## config.mk

```make
export PLATFORM = sky130hd
export DESIGN_NAME = swo_uart_rx
export DESIGN_NICKNAME = d
export VERILOG_FILES = /design/src/rtl/swo_uart_rx_pkg.sv /design/src/rtl/swo_bit_sampler.sv /design/src/rtl/swo_uart_rx.sv
export SDC_FILE = /design/constraint.sdc
export NUM_CORES = 1
export LEC_CHECK = 0
export ABC_AREA = 1
export CAP_MARGIN = 20
export CELL_PAD_IN_SITES_DETAIL_PLACEMENT = 0
export CELL_PAD_IN_SITES_GLOBAL_PLACEMENT = 1
export CORE_AREA = 2 2 76 78
export DETAILED_ROUTE_END_ITERATION = 10
export DIE_AREA = 0 0 78 80
export GPL_TIMING_DRIVEN = 1
export PLACE_DENSITY_LB_ADDON = 0.1
export RECOVER_POWER = 50
export SLEW_MARGIN = 20
export SYNTH_ARGS = -nofsm -noshare
export SYNTH_HDL_FRONTEND = slang
export SYNTH_HIERARCHICAL = 1
export SYNTH_SLANG_ARGS = --single-unit
```

## constraint.sdc

```tcl
create_clock -name uart_clk -period 2.35 [get_ports uart_clk]
set_input_delay 0.47 -clock uart_clk [delete_from_list [all_inputs] [get_ports uart_clk]]
set_output_delay 0.47 -clock uart_clk [all_outputs]
set_load 0.02 [all_outputs]
```

## src/rtl/swo_uart_rx_pkg.sv

```systemverilog
// Shared constants for the SWO UART receiver.
// FSM encodings, frame shape and the default divisor floor.
package swo_uart_rx_pkg;

    localparam logic [1:0] ST_IDLE  = 2'd0;
    localparam logic [1:0] ST_START = 2'd1;
    localparam logic [1:0] ST_DATA  = 2'd2;
    localparam logic [1:0] ST_STOP  = 2'd3;

    localparam int SWO_DATA_BITS = 8;
    localparam int SWO_STOP_BITS = 1;
    localparam int SWO_MIN_DIV   = 3;

    function automatic logic maj3(input logic a, input logic b, input logic c);
        return (a & b) | (a & c) | (b & c);
    endfunction

endpackage

```

## src/rtl/swo_bit_sampler.sv

```systemverilog
// SWO pin synchroniser, falling-edge detect and sample value.
// Build with SWO_RX_MAJORITY_EN for a 2-of-3 voted sample value.
module swo_bit_sampler
    import swo_uart_rx_pkg::*;
(
    input  logic i_clk,
    input  logic i_rst,
    input  logic i_swo,
    output logic o_line,
    output logic o_fall_edge
);

    (* ASYNC_REG = "TRUE" *) logic [1:0] r_sync;
    logic r_prev;
`ifdef SWO_RX_MAJORITY_EN
    logic r_prev2;
`endif

    // Two-flop synchroniser plus line history, idle-high after reset
    always_ff @(posedge i_clk) begin
        if (i_rst) begin
            r_sync  <= 2'b11;
            r_prev  <= 1'b1;
`ifdef SWO_RX_MAJORITY_EN
            r_prev2 <= 1'b1;
`endif
        end else begin
            r_sync  <= {r_sync[0], i_swo};
            r_prev  <= r_sync[1];
`ifdef SWO_RX_MAJORITY_EN
            r_prev2 <= r_prev;
`endif
        end
    end

    // Edge detect always uses the raw synchronised line
    assign o_fall_edge = r_prev & ~r_sync[1];

    // Value the FSM samples at each sample point
`ifdef SWO_RX_MAJORITY_EN
    assign o_line = maj3(r_sync[1], r_prev, r_prev2);
`else
    assign o_line = r_sync[1];
`endif

endmodule

```

## src/rtl/swo_uart_rx.sv

```systemverilog
// SWO 8N1 NRZ receiver with one-entry valid/ready output buffer.
// Optional macro SWO_RX_MAJORITY_EN selects 2-of-3 voted sampling.
module swo_uart_rx
    import swo_uart_rx_pkg::*;
#(
    parameter int pDIV_WIDTH = 8,
    parameter int pMIN_DIV   = SWO_MIN_DIV
) (
    input  logic                  uart_clk,
    input  logic                  reset_i,
    input  logic                  I_swo,
    input  logic                  I_swo_enable,
    input  logic [pDIV_WIDTH-1:0] I_bitrate_div,
    input  logic                  I_ready,
    input  logic                  I_clear_errors,
    output logic [7:0]            O_data,
    output logic                  O_valid,
    output logic                  O_busy,
    output logic                  O_framing_error,
    output logic                  O_overrun
);

    localparam logic [pDIV_WIDTH-1:0] LP_MIN = pDIV_WIDTH'(pMIN_DIV);
    localparam logic [2:0] LP_LAST = 3'(SWO_DATA_BITS - 1);

    logic                  w_line;
    logic                  w_fall;
    logic [pDIV_WIDTH-1:0] w_div_eff;
    logic                  w_ctr_zero;
    logic                  w_stop_hit;
    logic                  w_push;
    logic                  w_ferr;
    logic                  w_ovr;

    logic [1:0]            r_state;
    logic [pDIV_WIDTH-1:0] r_bit_ctr;
    logic [pDIV_WIDTH-1:0] r_div;
    logic [2:0]            r_bit_idx;
    logic [7:0]            r_shreg;
    logic [7:0]            r_data;
    logic                  r_valid;
    logic                  r_fe;
    logic                  r_ovr;

    swo_bit_sampler u_sampler (
        .i_clk       (uart_clk),
        .i_rst       (reset_i),
        .i_swo       (I_swo),
        .o_line      (w_line),
        .o_fall_edge (w_fall)
    );

    assign w_div_eff  = (I_bitrate_div < LP_MIN) ? LP_MIN : I_bitrate_div;
    assign w_ctr_zero = (r_bit_ctr == '0);
    assign w_stop_hit = (r_state == ST_STOP) && w_ctr_zero && I_swo_enable;
    assign w_push     = w_stop_hit && w_line;
    assign w_ferr     = w_stop_hit && !w_line;
    assign w_ovr      = w_push && r_valid && !I_ready;

    // Frame FSM: start validation, data shifting, stop check
    always_ff @(posedge uart_clk) begin
        if (reset_i) begin
            r_state   <= ST_IDLE;
            r_bit_ctr <= '0;
            r_div     <= '0;
            r_bit_idx <= '0;
            r_shreg   <= '0;
        end else if (r_state != ST_IDLE && !I_swo_enable) begin
            r_state <= ST_IDLE;
        end else begin
            unique case (r_state)
                ST_IDLE: begin
                    if (I_swo_enable && w_fall) begin
                        r_state   <= ST_START;
                        r_div     <= w_div_eff;
                        r_bit_ctr <= w_div_eff >> 1;
                    end
                end
                ST_START: begin
                    if (!w_ctr_zero) begin
                        r_bit_ctr <= r_bit_ctr - 1'b1;
                    end else if (!w_line) begin
                        r_state   <= ST_DATA;
                        r_bit_ctr <= r_div;
                        r_bit_idx <= '0;
                    end else begin
                        r_state <= ST_IDLE;
                    end
                end
                ST_DATA: begin
                    if (!w_ctr_zero) begin
                        r_bit_ctr <= r_bit_ctr - 1'b1;
                    end else begin
                        r_shreg   <= {w_line, r_shreg[7:1]};
                        r_bit_ctr <= r_div;
                        r_bit_idx <= r_bit_idx + 1'b1;
                        if (r_bit_idx == LP_LAST) begin
                            r_state <= ST_STOP;
                        end
                    end
                end
                default: begin
                    if (!w_ctr_zero) begin
                        r_bit_ctr <= r_bit_ctr - 1'b1;
                    end else begin
                        r_state <= ST_IDLE;
                    end
                end
            endcase
        end
    end

    // One-entry output buffer; a push with a pending pop replaces it
    always_ff @(posedge uart_clk) begin
        if (reset_i) begin
            r_data  <= '0;
            r_valid <= 1'b0;
        end else if (w_push) begin
            if (!r_valid || I_ready) begin
                r_data  <= r_shreg;
                r_valid <= 1'b1;
            end
        end else if (r_valid && I_ready) begin
            r_valid <= 1'b0;
        end
    end

    // Sticky error flags; a new event beats a clear pulse
    always_ff @(posedge uart_clk) begin
        if (reset_i) begin
            r_fe  <= 1'b0;
            r_ovr <= 1'b0;
        end else begin
            if (w_ferr) begin
                r_fe <= 1'b1;
            end else if (I_clear_errors) begin
                r_fe <= 1'b0;
            end
            if (w_ovr) begin
                r_ovr <= 1'b1;
            end else if (I_clear_errors) begin
                r_ovr <= 1'b0;
            end
        end
    end

    assign O_data          = r_data;
    assign O_valid         = r_valid;
    assign O_busy          = (r_state != ST_IDLE);
    assign O_framing_error = r_fe;
    assign O_overrun       = r_ovr;

endmodule

```

Yosys cells after proc, flatten, opt, wreduce, memory -nomap -nowiden

Cells that the tools add are included.

Add/subtract/negate cells: 2
Magnitude comparators: 1
Eq/ne operators: 12
Mux-type cells: 24
Bitwise operators: 3
Reductions and logical operators: 30

Operator list:

| cell                  | number |
|---|---|
| $mux W8               | 6 |
| $pmux W8 S3           | 1 |
| $mux W2               | 6 |
| $reduce_bool A2 Y1    | 6 |
| $ne A2 B2 Y1 const B  | 5 |
| $reduce_and A5 Y1     | 2 |
| $logic_and A1 B1 Y1   | 9 |
| $mux W3               | 3 |
| $logic_not A8 Y1      | 1 |
| $lt A8 B2 Y1 const B  | 1 |
| $sub A8 B1 Y8 const B | 1 |
| $mux W1               | 6 |
| $pmux W2 S3           | 1 |
| $pmux W3 S2           | 1 |
| $reduce_and A3 Y1     | 2 |
| $eq A2 B2 Y1 const B  | 2 |
| $logic_not A1 Y1      | 4 |
| $ne A4 B1 Y1 const B  | 1 |
| $reduce_and A2 Y1     | 2 |
| $reduce_and A4 Y1     | 1 |
| $add A3 B1 Y3 const B | 1 |
| $eq A3 B3 Y1 const B  | 1 |
| $ne A3 B3 Y1 const B  | 1 |
| $eq A2 B1 Y1 const B  | 1 |
| other kinds (6)       | 7 |

Register bits after elaboration: 43
Output and inout bits: 12
Word-level logic and storage cells: 83

Depth between registers and ports, before layout

Depth in word-level cells: 7
Depth in mapped cells: 10

Hierarchy

The synthesis kept the hierarchy.

Modules (own cells, without submodules):

| module          | instances | cells each | area an instance (µm²) |
|---|---|---|---|
| swo_uart_rx     | 1         | 304        | 2089.5 |
| swo_bit_sampler | 1         | 12         | 93.8 |

Least setup slack after synthesis

Ideal clock, no wire load.

Kind: register to register
Start point: register r_state[0]
End point: register r_bit_ctr[3]
Library setup time: 0.132 ns
Data arrival time: 1.495 ns
Data required time: 2.218 ns
Setup slack: 0.723 ns
Cell stages (with the launch flop): 11
Path buffers: 1
Period minus slack after synthesis: 1.627 ns
Cells stage by stage: dfxtp_1 > inv_1 > ha_1 > inv_1 > or2_2 > nand2_1 > o21ai_1 > buf_4 > nor2_1 > nand2_1 > a21oi_1

Cells in the longest elaborated chain, start to end: 4
Elaborated cells between the ends (all ways): 11
Those cells by class: eq/ne: 5; mux: 1; bitwise: 1; reduce/logical: 4

RTL lines:

| item                        | line              | source |
|---|---|---|
| from (decl)                 | swo_uart_rx.sv:35 | `logic [1:0] r_state;` |
| from (signal assigned)      | swo_uart_rx.sv:63 | `r_state <= ST_IDLE;` |
| from (signal assigned)      | swo_uart_rx.sv:69 | `r_state <= ST_IDLE;` |
| from (signal assigned)      | swo_uart_rx.sv:74 | `r_state <= ST_START;` |
| $reduce_bool A2 Y1          | --                |  |
| net O_busy                  | swo_uart_rx.sv:18 | `output logic O_busy,` |
| $logic_and A1 B1 Y1         | swo_uart_rx.sv:68 | `end else if (r_state != ST_IDLE && !I_swo_enable) begin` |
| $not A1 Y1 (no line)        | --                |  |
| $reduce_and A4 Y1 (no line) | --                |  |
| to (signal assigned)        | swo_uart_rx.sv:76 | `r_bit_ctr <= w_div_eff >> 1;` |
| to (signal assigned)        | swo_uart_rx.sv:81 | `r_bit_ctr <= r_bit_ctr - 1'b1;` |
| to (signal assigned)        | swo_uart_rx.sv:84 | `r_bit_ctr <= r_div;` |
| to (decl)                   | swo_uart_rx.sv:36 | `logic [pDIV_WIDTH-1:0] r_bit_ctr;` |

The timed path passes the listed nets, and every way through them passes these cells.
A chain may end at the register's enable or synchronous reset.

Final worst setup path

Start point: register r_state[0]
End point: output port O_busy

Cells in the longest elaborated chain, start to end: 1

RTL lines:

| item               | line               | source |
|---|---|---|
| $reduce_bool A2 Y1 | swo_uart_rx.sv:149 | `assign O_busy = (r_state != ST_IDLE);` |
| to (decl)          | swo_uart_rx.sv:18  |  |

No other way between the ends.

==> metrics.txt <==
RSZ-0062 raised after global routing false; CTS Sinks 43; register area about 860 um2; crit path cell chain inv_1 > ha_1 > inv_1 > clkdlybuf4s50_1; Max Clk Rate 0.453 GHz; Worst-Skew Late Latency ~0.30 ns; Critical Path Start Type register; Max IR drop VDD between 0.2 and 0.3 mV; cts bufs inserted 5; syn nets ~340; DRC 0; min cycle time layout around 2.2 ns; run status finished clean; setup violators final 0; H-tree depth 2; max_cap viols 0; Setup crit end O_busy; drt total wl between 5000 and 6000 um; Initial Util 0.404; max-slew violation count 0; clock transition at the registers of the reported paths 0.08 ns; Post-CTS Setup Repair Bufs 0; Worst Setup Path Type register to output port; vias in the first global route slightly below 2000; TNS Setup 0 ns; R2R depth 8; crit end category output port; hold_buf cts 0; Placed Area around 2500 um2; crit-path leading delay family buffers and inverters; first-pass GRT wire length around 8700 um; Filler cells roughly 590; Crit path depth 4; Worst path slowest cell clkdlybuf4s50_1; post-DP HPWL 3790 um; layout cells sized above 1 0.0551; Worst R2R End r_bit_ctr[2]; critical-path maximum fanout 4; commonest cells after routing, fill and taps aside nand2_1, inv_1, dfxtp_1, nor2_1, a21oi_1; Critical path origin r_state[0]; Netlist Area Pre-Place between 2000 and 2500 um2; R2R setup slack 0.34 ns; Die Span Y around 80 um; Slew @ Worst Pin 0.744 ns; multi-input logic area 1090 um2; largest net degree at the start of global routing 20; R2R Path Start r_state[0]; first drt pass iteration count 4; # IOs 26; Seq cells post-synth between 40 and 50; GR Util All Layers 0.176; most common cell after layout, fill and taps aside nand2_1; Layout area overhead 18.6%; GRT Residual Overflow 0; initial antenna violation count 0; via count a little under 2000; FP Rows 27; Power Density approximately 750 nW/um2; final instance area 2590 um2; Die Span X a little under 80 um; Final Hold Vio Count 0; post-CTS sizing 0; Starting DRT DRC Count 57; core area 5410 um2; Buf/Inv on CP 3; register area share after synthesis 0.394; Port-buffer cells 25; Antenna Cells 0; Post-Syn Area per Cell between 6 and 7 um2; vias per cell 4.77; Synth Warn # 6; Most common cell on crit path inv_1; slowest stage delay, CP just over 0.6 ns; Setup Skew ~0.0094 ns; Die ar. 6240 um2; routability cong. approximately 0.83; Root Buffer clkbuf_8; cells after synthesis about 320; Final #Nets between 300 and 400; CTS tree yes; Tcrit/Tclk final 0.940; DRT antenna net count 0; drt wl/cell ~12 um; synth unique cells 29; CTS Buffer Depth 2; Hold Crit Class register to register; LEAKAGE 1.16 nW; Worst Path Required 1.88 ns; arrival time worst endpoint around 1.7 ns; max_slew headroom 0.504
-- how the worst min path moves through the flow --
stage                              startpoint                   to  slack [ns]  cells past startpoint
final                     u_sampler/r_sync[0]  u_sampler/r_sync[1]        0.41                      2
after global routing      u_sampler/r_sync[0]  u_sampler/r_sync[1]        0.44                      2
after detailed placement  u_sampler/r_sync[0]  u_sampler/r_sync[1]        0.39                      2
after CTS                 u_sampler/r_sync[0]  u_sampler/r_sync[1]        0.41                      2
after global placement    u_sampler/r_sync[0]  u_sampler/r_sync[1]        0.38                      2
after floorplan           u_sampler/r_sync[0]  u_sampler/r_sync[1]        0.38                      2
-- registers in the layout, indices dropped and copies added (netlist names) --
register and count:
u_sampler/r_sync 2, O_data 8, O_framing_error 1, r_shreg 8, r_div 8, r_bit_idx 3
O_overrun 1, O_valid 1, u_sampler/r_prev 1, r_bit_ctr 8, r_state 2
-- synth_stat cells, drive strengths merged --
cell type   n  share of area
o21bai      1         0.0034
o21a        2         0.0069
dfxtp      43           0.39
xor2        1         0.0040
or2         3         0.0086
nor3        3          0.014
o21ai      36          0.083
nor2       43          0.088
clkbuf      5         0.0086
nand2      61           0.11
inv        49          0.085
nand3      18          0.044
a31oi       1         0.0029
ha          8          0.046
a211oi      3          0.010
buf         3         0.0080
a21oi      34          0.078
nand4       2         0.0057
-- cells by family (layout without fill, tap and decap cells) --
group                      Yosys count  in the layout  synth area share
adders and majority gates            8              8            0.0458
AOI/OAI and AO/OA                   77             77             0.184
and+or+nand+nor                    130            130             0.270
xor gates and xnor gates             1              1           0.00401
DFF                                 43             43             0.394
buffers and inverters               57             86             0.102
-- layer usage --
metal / part of all wire / vias to the layer above / global-route usage
li1: - / 1065 / -
met1: 0.48 / 878 / 0.218
met2: 0.47 / 38 / 0.297
met3: 0.034 / 8 / 0.0396
met4: 0.021 / 0 / 0.0719
met5: 0 / - / 0
-- through the flow --
stage | util | hold slack (ns) | instances | power (mW) | setup WS, ns
global placement | 0.466 | 0.384 | 409 | 1.48 | 0.260
detailed placement | 0.466 | 0.388 | 409 | 1.48 | 0.256
CTS | 0.481 | 0.409 | 417 | 1.96 | 0.105
finish | 0.479 | 0.408 | 417 | 1.94 | 0.142
global route | 0.479 | 0.445 | 417 | 2.08 | 0.0255
floorplan | - | 0.380 | 316 | 1.30 | 0.723
-- cell type report --
type | count | area share
clock buffers | 6 | 0.0280
well taps | 72 | 0.0348
multi-input cells | 216 | 0.423
inverters | 49 | 0.0720
clock inverters | 2 | 0.00483
flip-flops and latches | 43 | 0.332
repair buffers | 29 | 0.105
-- where the power goes --
group | internal (mW) | switching [mW]
clock | 0.208 | 0.271
combinational | 0.235 | 0.429
sequential | 0.764 | 0.0335
total | 1.21 | 0.733
-- worst register-to-register path, stage by stage, from the launching register on --
cell and delay [ns]:
dfxtp_1 0.39, inv_1 0.10, ha_1 0.29, o21ai_0 0.26
nand2_1 0.08, o21ai_1 0.35, inv_1 0.19, o21ai_0 0.19
a21oi_1 0.06
(Power assumes the default switching activity.)
